===== config.mk =====
export PLATFORM = sky130hd
export DESIGN_NAME = noc_credit_link_tx
export DESIGN_NICKNAME = d
export VERILOG_FILES = /design/src/rtl/noc_credit_link_tx.sv
export SDC_FILE = /design/constraint.sdc
export NUM_CORES = 1
export LEC_CHECK = 0
export CORE_MARGIN = 10
export CORE_UTILIZATION = 43
export DETAILED_ROUTE_END_ITERATION = 10
export GPL_TIMING_DRIVEN = 1
export PLACE_DENSITY_LB_ADDON = 0.08
export SLEW_MARGIN = 20
export SYNTH_ARGS = -nofsm -noshare
export SYNTH_HDL_FRONTEND = slang
export SYNTH_SLANG_ARGS = --single-unit
export TNS_END_PERCENT = 100

===== constraint.sdc =====
create_clock -name clk_noc -period 2.43 [get_ports clk_noc]
set_clock_uncertainty 0.1 [all_clocks]
set_input_delay 0.486 -clock clk_noc [delete_from_list [all_inputs] [get_ports clk_noc]]
set_output_delay 0.486 -clock clk_noc [all_outputs]
set_load 0.01 [all_outputs]

===== src/rtl/noc_credit_link_tx.sv =====
// Transmit end of a credit-based router-to-router link.
// Turns a valid/ready flit stream into registered send pulses gated by downstream credits.
module noc_credit_link_tx #(
    parameter int FLIT_WIDTH        = 32,
    parameter int DEST_WIDTH        = 6,
    parameter int FLIT_BUFFER_DEPTH = 2,
    parameter int CREDIT_WIDTH      = $clog2(FLIT_BUFFER_DEPTH + 1)
) (
    input  logic                    clk_noc,
    input  logic                    rst_n,
    input  logic                    in_valid,
    output logic                    in_ready,
    input  logic [FLIT_WIDTH-1:0]   in_data,
    input  logic [DEST_WIDTH-1:0]   in_dest,
    input  logic                    in_is_tail,
    output logic [FLIT_WIDTH-1:0]   data_out,
    output logic [DEST_WIDTH-1:0]   dest_out,
    output logic                    is_tail_out,
    output logic                    send_out,
    input  logic                    credit_in,
    output logic [CREDIT_WIDTH-1:0] credits_avail,
    output logic                    pkt_active,
    output logic                    err_credit_overflow
);

    typedef enum logic [0:0] {
        S_IDLE,
        S_BODY
    } state_e;

    localparam logic [CREDIT_WIDTH-1:0] CRED_MAX = CREDIT_WIDTH'(FLIT_BUFFER_DEPTH);
    localparam logic [CREDIT_WIDTH-1:0] CRED_ONE = CREDIT_WIDTH'(1);

    state_e                  state_q;
    logic                    pkt_active_q;
    logic [DEST_WIDTH-1:0]   dest_hold_q;

    logic [CREDIT_WIDTH-1:0] credits_q;
    logic [CREDIT_WIDTH-1:0] credits_d;

    logic                    send_q;
    logic [FLIT_WIDTH-1:0]   data_q;
    logic [DEST_WIDTH-1:0]   dest_q;
    logic                    tail_q;
    logic                    err_ovf_q;

    logic                    accept;
    logic                    cred_full;
    logic                    overflow;
    logic [DEST_WIDTH-1:0]   dest_sel;

    // Ready depends only on the registered count; forced low during reset.
    assign in_ready  = rst_n & (credits_q != '0);
    assign accept    = in_valid & in_ready;
    assign cred_full = (credits_q == CRED_MAX);
    assign overflow  = credit_in & ~accept & cred_full;

    // Head flits carry their own dest; body flits reuse the latched head dest.
    assign dest_sel = (state_q == S_IDLE) ? in_dest : dest_hold_q;

    // Next credit count: spend on accept, refund on credit_in, saturate at depth.
    always_comb begin
        credits_d = credits_q;
        unique case ({accept, credit_in})
            2'b10: credits_d = credits_q - CRED_ONE;
            2'b01: begin
                if (!cred_full) begin
                    credits_d = credits_q + CRED_ONE;
                end
            end
            default: credits_d = credits_q;
        endcase
    end

    // Credit counter register.
    always_ff @(posedge clk_noc or negedge rst_n) begin
        if (!rst_n) begin
            credits_q <= CRED_MAX;
        end else begin
            credits_q <= credits_d;
        end
    end

    // Packet framing FSM with registered pkt_active and held head dest.
    always_ff @(posedge clk_noc or negedge rst_n) begin
        if (!rst_n) begin
            state_q      <= S_IDLE;
            pkt_active_q <= 1'b0;
            dest_hold_q  <= '0;
        end else if (accept) begin
            unique case (state_q)
                S_IDLE: begin
                    dest_hold_q <= in_dest;
                    if (!in_is_tail) begin
                        state_q      <= S_BODY;
                        pkt_active_q <= 1'b1;
                    end
                end
                S_BODY: begin
                    if (in_is_tail) begin
                        state_q      <= S_IDLE;
                        pkt_active_q <= 1'b0;
                    end
                end
                default: begin
                    state_q      <= S_IDLE;
                    pkt_active_q <= 1'b0;
                end
            endcase
        end
    end

    // Link output registers: pulse send, hold payload fields between flits.
    always_ff @(posedge clk_noc or negedge rst_n) begin
        if (!rst_n) begin
            send_q <= 1'b0;
            data_q <= '0;
            dest_q <= '0;
            tail_q <= 1'b0;
        end else begin
            send_q <= accept;
            if (accept) begin
                data_q <= in_data;
                dest_q <= dest_sel;
                tail_q <= in_is_tail;
            end
        end
    end

    // Sticky overflow flag, cleared only by reset.
    always_ff @(posedge clk_noc or negedge rst_n) begin
        if (!rst_n) begin
            err_ovf_q <= 1'b0;
        end else if (overflow) begin
            err_ovf_q <= 1'b1;
        end
    end

    assign send_out            = send_q;
    assign data_out            = data_q;
    assign dest_out            = dest_q;
    assign is_tail_out         = tail_q;
    assign credits_avail       = credits_q;
    assign pkt_active          = pkt_active_q;
    assign err_credit_overflow = err_ovf_q;

endmodule


; Yosys cells after proc, flatten, opt, wreduce, memory -nomap -nowiden
; Index checks and enable logic that the tools add are counted.
[totals]
register_bits = 45
output_inout_bits = 45
word_cells = 34
input_bits = 43
[op_classes]
n_mux = 7
n_addsub = 2
bitwise = 6
n_eq_ne = 6
n_reduce_logical = 5
[ops]
columns = op, n
row1 = two-way mux 6 bit, 1
row2 = inequality test 2 bit (second input constant), 3
row3 = AND 1 bit, 4
row4 = equality test 2 bit (second input constant), 2
row5 = one-hot mux 2 bit (2 select lines), 1
row6 = AND reduction 2 bit, 2
row7 = nonzero test 2 bit, 2
row8 = two-way mux 1 bit, 3
row9 = AND reduction 3 bit, 1
row10 = adder 2 x 1 -> 2 bit (second input constant), 1
row11 = equality test 2 x 1 -> 1 bit (second input constant), 1
row12 = two-way mux 2 bit, 1
row13 = inverter 1 bit, 2
row14 = one-hot mux 1 bit (2 select lines), 1
row15 = subtractor 2 x 1 -> 2 bit (second input constant), 1

; Logic depth before layout (Yosys ltp)
; Gate-level depths: netlist of run 1.
[logic_depth]
depth_word = 6
ltp_mapped = 5
ltp_nobuf = 3

; Worst setup path before layout of run 1
; Ideal clock, no wire load.
[synth_path]
path_kind = flip-flop to flip-flop
start = register credits_q[1], in the netlist credits_avail[1]
end = register dest_q[0], in the netlist dest_out[0]
synth_period_minus_slack_ns = 1.611
setup_ns = 0.125
stages_incl_launch_ff = 5
n_path_buf = 1
slack_ns = 0.819
t_required_ns = 2.205
arrival_time_ns = 1.386
path_cell_list = dfstp_2 > o21a_1 > and3b_1 > buf_6 > mux2_4
[synth_between]
elab_chain_len = 4
[synth_rtl]
columns = item, line_no
row1 = from (decl), 38  ; logic [CREDIT_WIDTH-1:0] credits_q;
row2 = from (signal assigned), 80  ; credits_q <= credits_d;
row3 = nonzero test 2 bit, 53  ; assign in_ready = rst_n & (credits_q != '0);
row4 = AND 1 bit, 53
row5 = net in_ready, 12  ; output logic in_ready,
row6 = AND 1 bit, 54  ; assign accept = in_valid & in_ready;
row7 = AND reduction 2 bit (no line), -
row8 = to (signal assigned), 124  ; dest_q <= dest_sel;
row9 = to (decl), 43  ; logic [DEST_WIDTH-1:0] dest_q;
; The timed path passes the listed nets, and every way through them passes these cells.
; A chain may end at the register's enable or synchronous reset.

; Worst setup path in the final report of run 1
[layout_path]
start = register credits_q[1], in the netlist credits_avail[1]
end = output in_ready
[layout_between]
elab_chain_len = 2
[layout_rtl]
columns = item, line_no
row1 = nonzero test 2 bit, 53
row2 = AND 1 bit, 53
row3 = to (decl), 12
; Every way passes these cells.

==> results of run 1 <==
## worst max-delay path by stage
stage | startpoint | cells after the start | slack [ps] | end
CTS | credits_avail[1] | 2 | 200 | in_ready
global placement | in_valid | 4 | 370 | data_out[6]
floorplan | credits_avail[1] | 4 | 820 | dest_out[0]
finish | credits_avail[1] | 2 | 220 | in_ready
detailed placement | in_valid | 4 | 300 | data_out[10]
global route | credits_avail[1] | 2 | 150 | in_ready
## registers in the layout (all words and copies together), names as in the netlist
name and flops:
credits_avail 2, data_out 32, dest_out 6, err_credit_overflow 1, is_tail_out 1, pkt_active 1, send_out 1, state_q 1
## per-stage QoR
stage	hold WS, ps	setup slack [ps]	util [%]
floorplan	90.4	819	-
global placement	353	372	68.0
detailed placement	376	299	68.0
CTS	152	198	70.5
global route	176	154	70.5
finish	155	220	70.5
## worst register-to-register path, stage by stage, from the launching register on
cell	delay, ps
dfrtp_1	500
o211ai_4	580
buf_4	270
mux2_2	340
## cell usage after synthesis, types with 2 or more instances
cell / instances
dfrtp_1: 44
mux2_2: 33
mux2_4: 6
buf_2: 4
nand2_1: 3
buf_6: 2
inv_1: 2
nor3_1: 2
o21a_1: 2
## power breakdown
group          total, mW  internal (mW)  switching [mW]
logic               1.53           1.00           0.532
registers           1.34           1.12           0.224
clock network      0.483          0.257           0.227
total               3.36           2.37           0.982
## area by class of cell
type / instances / share of cell area [%]
flip-flops and latches: 45 / 40.2
well taps: 50 / 2.23
multi-input cells: 56 / 21.2
clock buffers: 7 / 3.44
inverters: 2 / 0.268
repair buffers: 91 / 32.4
clock inverters: 1 / 0.179
## kinds of logic after synthesis
logic type,after synthesis,share of synthesized area [%]
flops,45,63.9
mux,40,26.8
simple gates,8,2.48
buf+inv,8,2.84
compound gates,7,3.48
xor+xnor,1,0.497
## layer usage
metal / vias to the layer above / routed length [µm] / global-route usage, %
li1: 570 / - / -
met4: 0 / 34 / 3.65
met5: - / 0 / 0
met1: 580 / 1680 / 14.1
met3: 5 / 482 / 6.74
met2: 54 / 2290 / 22.1
==> out/results.ini, run 1 <==
[run_status]
status = finished clean

[global_route]
globalRouteOverflowTotal = 0
grt_pass1_vias = 1454
grt_util_all_layers_pct = 13.1
antenna_found_initial = 0
grt_max_degree = 24
grt_pass1_wl_mm = 7.60

[clock_network]
worstSkewPairLatency_ps = 280
clockBufferDepth = 2
post_cts_resized = 0
postCtsHoldBufs = 0
numCtsBuffers = 5
clock-sinks = 45
cts-root-buf = clkbuf_8
cts_tree = yes
h-tree-depth = 2
cts_setup_buffers = 0
path_clk_slew_ps = 80

[sta]
setup_viol = 0
relSlewSlack_pct = 57.9
fmax_ghz = 0.453
fin_crit_sh_pct = 90.9
fin_tns_setup_ps = 0
hold_viol_final = 0
tightest_slew_ps = 628
slew_viol_final = 0
min_period_ps = 2210
rsz0062_at_grt = no

[logic_synthesis]
synth_nets = 152
synth_edf_count = 0
synth_top_cell_by_area = dfrtp_1
synth_cells = 109
synth_top_area_share_pct = 62.5
yosys_warnings = 0
synth-seq-cells = 45
yosysUniqueCellTypes = 20
synth_area_leaders = dfrtp_1, mux2_2, mux2_4, dfstp_2, buf_6
synth_area_per_cell_um2 = 16.2
ys_seq_area_share_pct = 63.9
synth_async_sr_flop_share_pct = 100
ys.flop_type = dfrtp_1
synthesis.area_mm2 = 0.00176

[cells_and_area]
multi_input_area_um2 = 594
fillCellCount = 280
drive_above_1_share_pct = 27.2
seq_area_mm2 = 0.00113
syn_to_final_growth_pct = 58.9
nNetsFinal = 244
final_cells = 252
num_antenna_cells = 0
final_cell_mix = clkdlybuf4s50_1, dfrtp_1, mux2_2, clkbuf_8, mux2_4
final_common_cell = clkdlybuf4s50_1
design_area_mm2 = 0.00280

[route]
wl_per_cell_um = 17.8
drc = 0
postRouteAntennaNets = 0
routed_wl_mm = 4.48
viasPerCell = 4.80
drtPass1Iterations = 4
vias = 1209
drtIter0Drc = 42

[floorplan]
rows = 23
initial_core_util_pct = 44.4
ios = 88
die_w_um = 84.0
dieArea_mm2 = 0.00706
core_mm2 = 0.00397
chipHeight_um = 84.0

[power]
power_density_mw_per_mm2 = 1200
total_power_mw = 3.36
vdd_drop_max_v = 0.000592
power_leakage_nw = 1.19

[setup_path]
endpoint_kind = output port
slowest_stage = dfstp_2
crit_family = flip-flops
reg2reg_to = data_out[20]
path_buf_inv = 1
path_class = flip-flop to output port
rrSetupSlack_ps = 530
crit_fanout = 8
worstPathRequired_ps = 1840
path_cells = o21a_1 -> clkdlybuf4s50_1
worst_r2r_path_depth = 3
timing.rr.start = credits_avail[0]
critical-path-max-stage-delay_ps = 630
worstPathArrival_ps = 1620
cp-start-kind = flip-flop

[place]
dp.cells = 244
place_congestion = 0.716
dp_hpwl_mm = 3.66
port-buffer-count = 87
dpl-instance-area_mm2 = 0.00270

[worst_hold_path]
hp-class = input pin to async pin

[run]
max_cap_violations = 0

Power figures use the tool's default switching activity.
==> run 2: changes to the inputs <==
--- a/config.mk
+++ b/config.mk
@@ -12,2 +12,3 @@
 export PLACE_DENSITY_LB_ADDON = 0.08
+export SKIP_CTS_REPAIR_TIMING = 1
 export SLEW_MARGIN = 20
==> constraint.sdc (replaced) <==
create_clock -name clk_noc -period 2.43 [get_ports clk_noc]
set_clock_uncertainty 0.1 [all_clocks]
set_input_delay 0.3645 -clock clk_noc [delete_from_list [all_inputs] [get_ports clk_noc]]
set_output_delay 0.3645 -clock clk_noc [all_outputs]
set_load 0.01 [all_outputs]
==> run 2 against run 1 <==
Sequential power is essentially flat. First-iteration DRC count shrank 14%. Clock power shrank 11%. Combinational power is essentially flat.
==> out/results.ini, run 2 (synthesis results as in run 1) <==
[setup_path]
path_class = flip-flop to output port
cp-start-kind = flip-flop
crit_fanout = 8
worstPathRequired_ps = 1970
rrSetupSlack_ps = 670
timing.rr.start = credits_avail[1]
worstPathArrival_ps = 1630
reg2reg_to = dest_out[2]
worst_r2r_path_depth = 3
endpoint_kind = output port

[cells_and_area]
nNetsFinal = 243
final_common_cell = clkdlybuf4s50_1
num_antenna_cells = 0
final_util_pct = 69.9
drive_above_1_share_pct = 26.4
final_cell_mix = clkdlybuf4s50_1, dfrtp_1, mux2_2, mux2_4, clkbuf_8
syn_to_final_growth_pct = 57.4
largest_reg_flops = 32

[floorplan]
chipHeight_um = 84.0
dieArea_mm2 = 0.00706
die_w_um = 84.0
initial_core_util_pct = 44.4
core_mm2 = 0.00397
ios = 88
rows = 23

[clock_network]
numCtsBuffers = 5
path_clk_slew_ps = 80
clock-sinks = 45
clockBufferDepth = 2
worstSkewPairLatency_ps = 290
h-tree-depth = 2
cts-root-buf = clkbuf_8
cts_tree = yes

[power]
power_leakage_nw = 1.17
vdd_drop_max_v = 0.000675
power_density_mw_per_mm2 = 1190

[place]
port-buffer-count = 87
place_congestion = 0.704
pre_cts_slack_ps = 505
dp_hpwl_mm = 3.43

[sta]
slew_viol_final = 0
hold_viol_final = 0
relSlewSlack_pct = 73.6
fmax_ghz = 0.478
setup_ws_ps = 337
setup_viol = 0
fin_crit_sh_pct = 86.1
min_period_ps = 2090
tightest_slew_ps = 396
rsz0062_at_grt = no
fin_tns_setup_ps = 0

[route]
postRouteAntennaNets = 0
vias = 1203
wl_per_cell_um = 17.3
drtPass1Iterations = 3
drtIter0Drc = 36
routed_wl_mm = 4.34
viasPerCell = 4.79
drc = 0

[global_route]
antenna_found_initial = 0
grt_max_degree = 42
globalRouteOverflowTotal = 0
grt_pass1_vias = 1407
grt_pass1_wl_mm = 7.36
grt_util_all_layers_pct = 13.0

[run_status]
status = finished clean

[worst_hold_path]
hp-class = input pin to async pin

[run]
max_cap_violations = 0

[run 2: cell count changes in the layout (fill, tap and decap cells not counted)]
cell / delta
clkinv_2: +1
clkbuf_1: +1
clkbuf_8: -2
buf_4: -1
[run 2: cell type report]
cell class              instances  area [µm²]
repair buffers                 90         901
fillers                       278        1200
well taps                      50        62.6
clock buffers                   6        72.6
multi-input cells              56         594
inverters                       2        7.51
clock inverters                 2        10.0
flip-flops and latches         45        1130
[run 2: metal layers]
metal,share of wire (%),GRT usage (%)
met1,40,14.6
met2,49,20.3
met3,11,7.91
met4,0.90,3.20
met5,0,0
[run 2: how the worst max path moves through the flow]
stage	start	end	slack, ps	cells after the start
6_report	credits_avail[1]	in_ready	340	2
5_1_grt	credits_avail[1]	in_ready	280	2
2_1_floorplan	credits_avail[1]	dest_out[0]	820	4
4_1_cts	credits_avail[1]	in_ready	310	2
3_3_place_gp	in_valid	dest_out[0]	580	3
3_5_place_dp	in_valid	dest_out[2]	510	3
[run 2: through the flow]
| stage | hold WS (ps) | cell area (µm²) | instances | power [mW] |
|---|---|---|---|---|
| 6_report | 28.1 | 2780 | 251 | 3.29 |
| 3_5_place_dp | 344 | 2690 | 243 | 2.91 |
| 4_1_cts | 30.1 | 2780 | 251 | 3.36 |
| 5_1_grt | 48.0 | 2780 | 251 | 3.53 |
| 3_3_place_gp | 331 | 2690 | 243 | 2.85 |
| 2_1_floorplan | -31.1 | 1760 | 109 | 1.97 |
[run 2: power by group]
part | leakage [nW] | switching (mW) | internal [mW]
clock network | 0.0450 | 0.231 | 0.199
logic | 0.599 | 0.532 | 0.996
registers | 0.529 | 0.219 | 1.12
total | 1.17 | 0.981 | 2.31
[run 2: critical path: stages, from the launching register on]
cell and delay (ps):
dfstp_2 630, o21a_1 160, clkdlybuf4s50_1 550
